## src/rtl/can_crc15_engine.sv

```systemverilog
// CAN CRC-15 engine: MSB-first words with partial final word, STEP bits per cycle.
// Optional zero-residue check (crc_ok) compiled in with `define CAN_CRC15_CHECK_EN.
module can_crc15_engine #(
    parameter int unsigned DATA_W = 32,
    parameter int unsigned STEP   = 1,
    parameter logic [14:0] POLY   = 15'h4599,
    parameter logic [14:0] INIT   = 15'h0000,
    localparam int unsigned NB_W  = $clog2(DATA_W + 1)
) (
    input  logic              clk,
    input  logic              rst,
    input  logic              clr,
    input  logic              in_valid,
    output logic              in_ready,
    input  logic [DATA_W-1:0] in_data,
    input  logic [NB_W-1:0]   in_nbits,
    input  logic              in_last,
    output logic [14:0]       crc_out,
    output logic              crc_valid,
    output logic              crc_ok,
    output logic              busy
);

    typedef enum logic {IDLE, SHIFT} state_e;

    state_e            state_q, state_d;
    logic [14:0]       crc_q, crc_d, crc_chain;
    logic [DATA_W-1:0] data_q, data_d;
    logic [NB_W-1:0]   rem_q, rem_d, take, nbits_clamp;
    logic              last_q, last_d;
    logic              first_pend_q, first_pend_d;
    logic              crc_valid_q;
    logic              done;

    assign nbits_clamp = (in_nbits > NB_W'(DATA_W)) ? NB_W'(DATA_W) : in_nbits;
    assign take        = (rem_q > NB_W'(STEP)) ? NB_W'(STEP) : rem_q;

    // Unrolled chain: bits beyond the remaining count leave the accumulator untouched.
    always_comb begin
        crc_chain = crc_q;
        for (int i = 0; i < int'(STEP); i++) begin
            if (i < int'(rem_q)) begin
                crc_chain = {crc_chain[13:0], 1'b0}
                          ^ ((data_q[DATA_W-1-i] ^ crc_chain[14]) ? POLY : 15'h0000);
            end
        end
    end

    always_comb begin
        // NOTE: every output of this block is defaulted first so no path can infer a latch.
        state_d      = state_q;
        crc_d        = crc_q;
        data_d       = data_q;
        rem_d        = rem_q;
        last_d       = last_q;
        first_pend_d = first_pend_q;
        done         = 1'b0;
        if (clr) begin
            state_d      = IDLE;
            crc_d        = INIT;
            first_pend_d = 1'b1;
            rem_d        = '0;
        end else begin
            case (state_q)
                IDLE: begin
                    if (in_valid) begin
                        data_d       = in_data;
                        rem_d        = nbits_clamp;
                        last_d       = in_last;
                        first_pend_d = 1'b0;
                        if (first_pend_q) crc_d = INIT;
                        if (nbits_clamp != '0) begin
                            state_d = SHIFT;
                        end else if (in_last) begin
                            done         = 1'b1;
                            first_pend_d = 1'b1;
                        end
                    end
                end
                SHIFT: begin
                    crc_d  = crc_chain;
                    data_d = data_q << STEP;
                    rem_d  = rem_q - take;
                    if (rem_q <= NB_W'(STEP)) begin
                        state_d = IDLE;
                        if (last_q) begin
                            done         = 1'b1;
                            first_pend_d = 1'b1;
                        end
                    end
                end
                default: state_d = IDLE;
            endcase
        end
    end

    // NOTE: sequential state uses non-blocking assignments so every register samples pre-edge values.
    always_ff @(posedge clk or posedge rst) begin
        if (rst) begin
            state_q      <= IDLE;
            crc_q        <= INIT;
            data_q       <= '0;
            rem_q        <= '0;
            last_q       <= 1'b0;
            first_pend_q <= 1'b1;
            crc_valid_q  <= 1'b0;
        end else begin
            state_q      <= state_d;
            crc_q        <= crc_d;
            data_q       <= data_d;
            rem_q        <= rem_d;
            last_q       <= last_d;
            first_pend_q <= first_pend_d;
            crc_valid_q  <= done;
        end
    end

`ifdef CAN_CRC15_CHECK_EN
    logic crc_ok_q;

    always_ff @(posedge clk or posedge rst) begin
        if (rst) crc_ok_q <= 1'b0;
        else     crc_ok_q <= done && (crc_d == 15'h0000);
    end

    assign crc_ok = crc_ok_q;
`else
    assign crc_ok = 1'b0;
`endif

    assign in_ready  = (state_q == IDLE) && !clr;
    assign busy      = (state_q == SHIFT);
    assign crc_out   = crc_q;
    assign crc_valid = crc_valid_q;

endmodule

```

## config.mk

```make
export PLATFORM = sky130hd
export DESIGN_NAME = can_crc15_engine
export DESIGN_NICKNAME = d
export VERILOG_FILES = /design/src/rtl/can_crc15_engine.sv
export SDC_FILE = /design/constraint.sdc
export NUM_CORES = 1
export LEC_CHECK = 0
export ABC_AREA = 1
export CORE_AREA = 2 2 80 74
export DETAILED_ROUTE_END_ITERATION = 10
export DIE_AREA = 0 0 82 76
export GPL_TIMING_DRIVEN = 0
export PLACE_DENSITY = 0.93
export SYNTH_ARGS = -nofsm -noshare
export SYNTH_HDL_FRONTEND = slang
export SYNTH_SLANG_ARGS = --single-unit
```

## constraint.sdc

```tcl
create_clock -name clk -period 4.2 [get_ports clk]
set_clock_uncertainty 0.1 [all_clocks]
set_input_delay 0.42 -clock clk [delete_from_list [all_inputs] [get_ports clk]]
set_output_delay 0.42 -clock clk [all_outputs]
set_load 0.01 [all_outputs]
```

=== Word level (Yosys, flattened, before mapping) ===
Index checks and enable logic that the tools add are counted.

* $add $sub $neg: 1
* $mul: 0
* Divide/modulo/power cells: 0
* Magnitude comparators: 4
* Eq/ne operators: 6
* Shift-type cells: 0
* Muxes and demuxes: 30
* Bitwise logic cells: 4
* Reductions and logical operators: 7

{| class="wikitable"
|+ Operators with widths
! kind !! number
|-
| two-way mux 15 bit || 5
|-
| one-hot mux 32 bit (2 select lines) || 1
|-
| two-way mux 32 bit || 1
|-
| one-hot mux 15 bit (2 select lines) || 1
|-
| two-way mux 6 bit || 4
|-
| XOR 15 bit || 1
|-
| two-way mux 1 bit || 14
|-
| one-hot mux 6 bit (2 select lines) || 1
|-
| inequality test 3 x 2 -> 1 bit, second input constant || 3
|-
| AND reduction 3 bit || 3
|-
| > comparator 6 x 1 -> 1 bit, second input constant || 1
|-
| > comparator 6 bit, second input constant || 1
|-
| <= comparator 6 x 1 -> 1 bit, second input constant || 1
|-
| < comparator 1 x 6 -> 1 bit, first input constant || 1
|-
| inequality test 3 bit, second input constant || 2
|-
| one-hot mux 1 bit (2 select lines) || 3
|-
| nonzero test 6 bit || 1
|-
| subtractor 6 bit || 1
|-
| inequality test 2 bit, second input constant || 1
|-
| NOT 1 bit || 2
|-
| AND reduction 2 bit || 1
|-
| logical AND 1 bit || 1
|-
| zero test 1 bit || 1
|-
| XOR 1 bit || 1
|}

* Register bits: 57
* Latch bits: 0
* Bits in writable memories: 0
* Memory bits (read-only): 0
* Logic and storage cells: 59
* Memories kept: 0

=== Depth between registers and ports, before layout ===
Gate-level depths: netlist of the first run.

* Depth after elaboration: 7
* Depth in mapped cells: 10
* Gate-level depth less buffers: 10

=== Worst setup path before layout of the first run ===
OpenSTA, ideal clock, no wires.

* Path kind: register to register
* Start point: register rem_q[4]
* End point: register rem_q[4]
* Setup time: 0.116 ns
* Arrival time: 1.400 ns
* Path slack: 2.584 ns
* Cell stages (with the launch flop): 11
* Buffers on the path: 0
* Cell sequence: dfrtp_1 -> nor2_1 -> nand3_2 -> nand2_1 -> inv_1 -> ha_1 -> nand3_1 -> xor2_1 -> nand2_1 -> nand2_1 -> nand2_1

* Word-level cells in the longest chain between the ends: 5

{| class="wikitable"
|+ RTL lines
! what !! line !! source
|-
| start: declaration || 29 || <nowiki>logic [NB_W-1:0] rem_q, rem_d, take, nbits_clamp;</nowiki>
|-
| start signal: assignment || 111 || <nowiki>rem_q <= rem_d;</nowiki>
|-
| > comparator 6 x 1 -> 1 bit || 36 || <nowiki>assign take = (rem_q > NB_W'(STEP)) ? NB_W'(STEP) : rem_q;</nowiki>
|-
| two-way mux 6 bit || 36 ||
|-
| subtractor 6 bit (*) || 83 || <nowiki>rem_d = rem_q - take;</nowiki>
|-
| one-hot mux 6 bit (2 select lines) (*) || 64 || <nowiki>case (state_q)</nowiki>
|-
| two-way mux 6 bit (*) || 58 || <nowiki>if (clr) begin</nowiki>
|}

Mark *: on every way between the ends. The rest lies on a longest branch, timed or not.
A chain may end at the register's enable or synchronous reset.

=== Worst setup path in the final report of the first run ===
* Start point: input port clr
* End point: output port in_ready

* Word-level cells in the longest chain between the ends: 2

{| class="wikitable"
|+ RTL lines
! what !! line !! source
|-
| start: declaration || 12 || <nowiki>input logic clr,</nowiki>
|-
| zero test 1 bit || 131 || <nowiki>assign in_ready = (state_q == IDLE) && !clr;</nowiki>
|-
| logical AND 1 bit || 131 ||
|-
| end: declaration || 14 || <nowiki>output logic in_ready,</nowiki>
|}

No other way between the ends.

==> flow_summary.yaml, run 1 <==
critical_path:
  worstReg2RegStart: "rem_q[4]"
  path_common_cell: "clkdlybuf4s50_1"
  cp_data_required_time_ns: 3.68
  crit_path_start_kind: "input pin"
  rrSetupSlack_ns: 2.37
  crit_slowest_cell: "clkdlybuf4s50_1"
  path_cells: "clkdlybuf4s50_1 > nor2_1 > clkdlybuf4s50_1"
  r2r_cells: 10
  critPathMaxStageDelay_ns: 0.62
  reg2reg_to: "rem_q[4]"
  crit_type: "in -> out"
  end_kind: "output pin"
  cp_max_fo: 6
  critical_path_buf_inv_count: 2
  arrival_ns: 1.82
  cp_top_family: "buffers and inverters"
hold_path:
  hold_path.class: "in -> async"
pwr:
  p_int_w: 0.00107
  switchingPower_w: 0.000498
  seqPwrFrac: 0.451
  pwr_density_cell_nw_per_um2: 425
  irDropWorstVdd_mv: 0.257
  power_w: 0.00157
  p_sw_frac: 0.317
  power_frac_comb: 0.251
  p_clk_frac: 0.299
  p_leak_nw: 1.68
cts:
  cts_buffer_depth: 2
  cts_setup_buffers: 0
  ctsResizeCount: 0
  h-tree-depth: 3
  tritoncts: "done"
  cts_num_sinks: 57
  cts_hold_buf: 0
  clk_pin_slew_ns: 0.06
  clock_latency_ns: 0.34
  cts-root-buf: "clkbuf_8"
  cts_buffers: 9
sta:
  fin_crit_sh: 0.557
  fin_ws_ns: 1.86
  finalHoldViolations: 0
  setup_viol: 0
  rsz0062_at_grt: "no"
  fmax_ghz: 0.427
  finalSetupTns_ns: 0
  finalCriticalPeriod_ns: 2.34
  maxSlewViolCount: 0
grt:
  grt_pass1_vias: 2540
  grt_max_degree: 41
  grt_use_total: 0.230
  grt_pass1_wl_um: 11000
  globalRouteOverflowTotal: 0
  antenna_found_initial: 0
cells_and_area:
  fin_nets: 478
  diodes: 0
  fillers: 464
  regArea_sq_um: 1430
  most-common-layout-cells: "136 x nand2_1, 60 x clkdlybuf4s50_1, 56 x dfrtp_1"
  syn2layout_area_growth_pct: 31.6
  multi_input_area_sq_um: 1180
  fin_area_sq_um: 3700
  layout_commonest_cell: "nand2_1"
  drive_gt1_frac: 0.0915
  fin_cells: 507
place:
  dpl_cell_area_sq_um: 3520
  gp_congestion: 0.795
  dp_hpwl_um: 4680
  pre_cts_ws_ns: 1.86
  port_buffers: 60
  place_inst: 492
routing:
  firstDrtPassIters: 4
  via_count: 2627
  wirelength_um: 6560
  postRouteAntennaNets: 0
  avgViaCountPerCell: 5.18
  drt_iter0_markers: 148
  drc: 0
  wl_per_cell_um: 12.9
floorplan:
  die_x_um: 82
  fp-row-count: 26
  fp.coreArea_sq_um: 5470
  initial_utilization: 0.514
  die_area_sq_um: 6230
  die_y_um: 76
  pin_count: 62
yosys:
  synth_area_sq_um: 2810
  syn_area_per_cell_sq_um: 7.79
  synth_nets: 406
  synth_cell_type_count: 24
  syn_inst: 361
  ys_seq_area_frac: 0.508
  synth_warnings: 0
  yosys_register_bits: 57
outcome:
  status: "completed"
flow_run:
  drv_cap: 0
-- kinds of logic after synthesis --
group	synth area share
AND/OR/NAND/NOR	0.275
AO/OA/AOI/OAI	0.122
other	0.00133
adder cells (fa/ha/maj)	0.00890
flip-flops	0.508
buffers and inverters	0.0730
XOR/XNOR	0.0125
-- sequential cells by signal, summed over array words and instances (netlist names) --
signal / count
crc_valid: 1
data_q: 32
crc_out: 15
first_pend_q: 1
rem_q: 6
last_q: 1
busy: 1
-- worst reg2reg max path, cell delays in order, from the launching register on --
cell and delay [ns]:
dfrtp_1 0.41, nor2_1 0.22, nand3_2 0.17, nand2_1 0.12, inv_1 0.05, ha_1 0.21, nand3_1 0.10, xor2_1 0.15
nand2_1 0.06, nand2_1 0.08, nand2_1 0.06
-- metrics by stage --
stage / hold slack [ns] / utilization
global route: 0.317 / 0.677
finish: 0.283 / 0.677
CTS: 0.290 / 0.677
detailed placement: 0.373 / 0.644
global placement: 0.358 / 0.640
floorplan: 0.348 / -
-- Yosys cell counts, drive strengths merged --
| library cell | n | area, sq um |
|---|---|---|
| a22o | 1 | 8.76 |
| o21ai | 20 | 115 |
| nand2 | 136 | 510 |
| a31oi | 31 | 194 |
| dfrtp | 56 | 1400 |
| ha | 2 | 25.0 |
| nor2 | 41 | 156 |
| a21oi | 5 | 25.0 |
| conb | 1 | 3.75 |
| buf | 13 | 88.8 |
| nand3 | 16 | 85.1 |
| xnor2 | 1 | 8.76 |
| nor3b | 1 | 7.51 |
| xor2 | 3 | 26.3 |
| inv | 25 | 93.8 |
| dfstp | 1 | 26.3 |
| clkbuf | 6 | 22.5 |
| nand4 | 2 | 12.5 |
-- worst max path at each step --
stage,start,to,slack [ns],cells after the start
6_report,clr,in_ready,1.86,3
5_1_grt,clr,in_ready,1.74,3
4_1_cts,clr,in_ready,1.86,3
3_5_place_dp,clr,in_ready,1.86,3
3_3_place_gp,rst,data_q[10],1.31,2
2_1_floorplan,rst,busy,2.28,1
-- power by group through the flow --
stage                     Combinational [W]  Clock [W]  Sequential, W
after floorplan                    0.000260          0       0.000704
after detailed placement           0.000393          0       0.000713
after global placement             0.000375          0       0.000709
after CTS                          0.000395   0.000479       0.000706
after global routing               0.000448   0.000497       0.000718
final                              0.000394   0.000469       0.000708
-- layout make-up --
cell class / instances / share of cell area
timing repair buffer: 61 / 0.168
clock inverter: 3 / 0.00406
multi-input combinational: 260 / 0.319
sequential: 57 / 0.386
buffer: 19 / 0.0301
clock buffer: 12 / 0.0446
inverter: 25 / 0.0254
tap: 70 / 0.0237
-- metal layers --
| layer | GRT usage | routed length (um) |
|---|---|---|
| met5 | 0 | 0 |
| met4 | 0.0950 | 81 |
| met3 | 0.0604 | 309 |
| met2 | 0.376 | 3360 |
| met1 | 0.284 | 2810 |
Power figures use the tool's default switching activity.
==> run 2, diff against run 1 <==
--- a/config.mk
+++ b/config.mk
@@ -6,11 +6,11 @@
 export NUM_CORES = 1
 export LEC_CHECK = 0
 export ABC_AREA = 1
-export CORE_AREA = 2 2 80 74
+export CORE_AREA = 2 2 83 77
 export DETAILED_ROUTE_END_ITERATION = 10
-export DIE_AREA = 0 0 82 76
+export DIE_AREA = 0 0 85 79
 export GPL_TIMING_DRIVEN = 0
-export PLACE_DENSITY = 0.93
+export PLACE_DENSITY = 0.88
 export SYNTH_ARGS = -nofsm -noshare
 export SYNTH_HDL_FRONTEND = slang
 export SYNTH_SLANG_ARGS = --single-unit
==> constraint.sdc (replaced) <==
create_clock -name clk -period 2.5 [get_ports clk]
set_clock_uncertainty 0.1 [all_clocks]
set_input_delay 0.25 -clock clk [delete_from_list [all_inputs] [get_ports clk]]
set_output_delay 0.25 -clock clk [all_outputs]
set_load 0.01 [all_outputs]
==> flow_summary.yaml, run 2 (synthesis gave the netlist of run 1 again) <==
outcome:
  status: "completed"
floorplan:
  initial_utilization: 0.476
  die_x_um: 85
  fp.coreArea_sq_um: 5910
  die_area_sq_um: 6720
  pin_count: 62
  die_y_um: 79
  fp-row-count: 27
cells_and_area:
  largest_reg_flops: 32
  most-common-layout-cells: "136 x nand2_1, 60 x clkdlybuf4s50_1, 56 x dfrtp_1"
  fin_cells: 510
  syn2layout_area_growth_pct: 31.5
  diodes: 0
  layout_commonest_cell: "nand2_1"
  regMostFlops: "data_q"
  post-route-util: 0.625
  fin_nets: 478
  drive_gt1_frac: 0.0890
grt:
  grt_pass1_wl_um: 10900
  antenna_found_initial: 0
  grt_use_total: 0.203
  met1_usage: 0.250
  grt_max_degree: 42
  globalRouteOverflowTotal: 0
  grt_busiest_layer: "met2"
  grt_pass1_vias: 2510
  grtUsageMet3: 0.0613
  grtUsageMet2: 0.346
hold_path:
  hold_path.class: "in -> async"
routing:
  drc: 0
  via_count: 2628
  postRouteAntennaNets: 0
  avgViaCountPerCell: 5.15
  wl_per_cell_um: 12.9
  wirelength_um: 6600
  firstDrtPassIters: 4
  drt_iter0_markers: 144
critical_path:
  cp_max_fo: 6
  crit_path_start_kind: "flop"
  rrSetupSlack_ns: 0.65
  end_kind: "output pin"
  arrival_ns: 1.69
  cp_data_required_time_ns: 2.15
  crit_type: "reg -> out"
cts:
  cts-root-buf: "clkbuf_8"
  cts_setup_buffers: 0
  cts_hold_buf: 0
  tritoncts: "done"
  h-tree-depth: 3
  clock_latency_ns: 0.32
  clk_pin_slew_ns: 0.06
  ctsResizeCount: 0
  cts_num_sinks: 57
  cts_buffers: 9
  cts_buffer_depth: 2
place:
  dp_hpwl_um: 4850
  place_inst: 494
  port_buffers: 60
  pre_cts_ws_ns: 0.489
  gp_congestion: 0.843
sta:
  rsz0062_at_grt: "no"
  finalSetupTns_ns: 0
  hold_ws_ns: 0.130
  fin_crit_sh: 0.817
  worst_pin_slew_ns: 0.515
  fin_ws_ns: 0.459
  slew_headroom: 0.655
  maxSlewViolCount: 0
  setup_viol: 0
  fmax_ghz: 0.490
  finalCriticalPeriod_ns: 2.04
  finalHoldViolations: 0
pwr:
  pwr_density_cell_nw_per_um2: 707
  irDropWorstVdd_mv: 0.410
  p_leak_nw: 1.67
flow_run:
  drv_cap: 0
## run 2: cell count changes in the layout (fill, tap and decap cells not counted), sizes merged
cell and delta:
clkbuf +1
## run 2: worst paths after layout
check | depth (start not counted) | from | to
max in group asynchronous | 3 | rst | data_q[9]
min | 2 | rst | crc_out[0]
min reg2reg | 2 | first_pend_q | first_pend_q
min in group clk | 2 | first_pend_q | first_pend_q
max | 2 | busy | in_ready
max reg2reg | 10 | rem_q[4] | rem_q[4]
## run 2: power breakdown
part	leakage [nW]	total, W	switching (W)	internal, W
Sequential	0.693	0.00119	0.000105	0.00108
Combinational	0.888	0.000666	0.000375	0.000291
Clock	0.0932	0.000759	0.000350	0.000409
## run 2: worst max-delay path, cell delays in order (launching register included)
cell	delay [ns]
dfrtp_1	0.43
nor2_1	0.32
clkdlybuf4s50_1	0.61
## run 2: metrics by stage
step                cell area (sq um)  total power (W)
floorplan                        2810          0.00162
global placement                 3500          0.00182
detailed placement               3520          0.00187
CTS                              3700          0.00263
global route                     3700          0.00277
finish                           3700          0.00261
## run 2: layout make-up
class	count	area, sq um
tap	72	90.1
clock inverter	3	15.0
sequential	57	1430
timing repair buffer	61	621
buffer	19	111
multi-input combinational	260	1180
clock buffer	13	159
inverter	25	93.8
fill	510	2220
## run 2: metal layers
metal | vias up | routed length [um]
met5 | - | 0
met4 | 0 | 38
met3 | 5 | 322
met2 | 78 | 3230
met1 | 1243 | 3010
li1 | 1302 | -
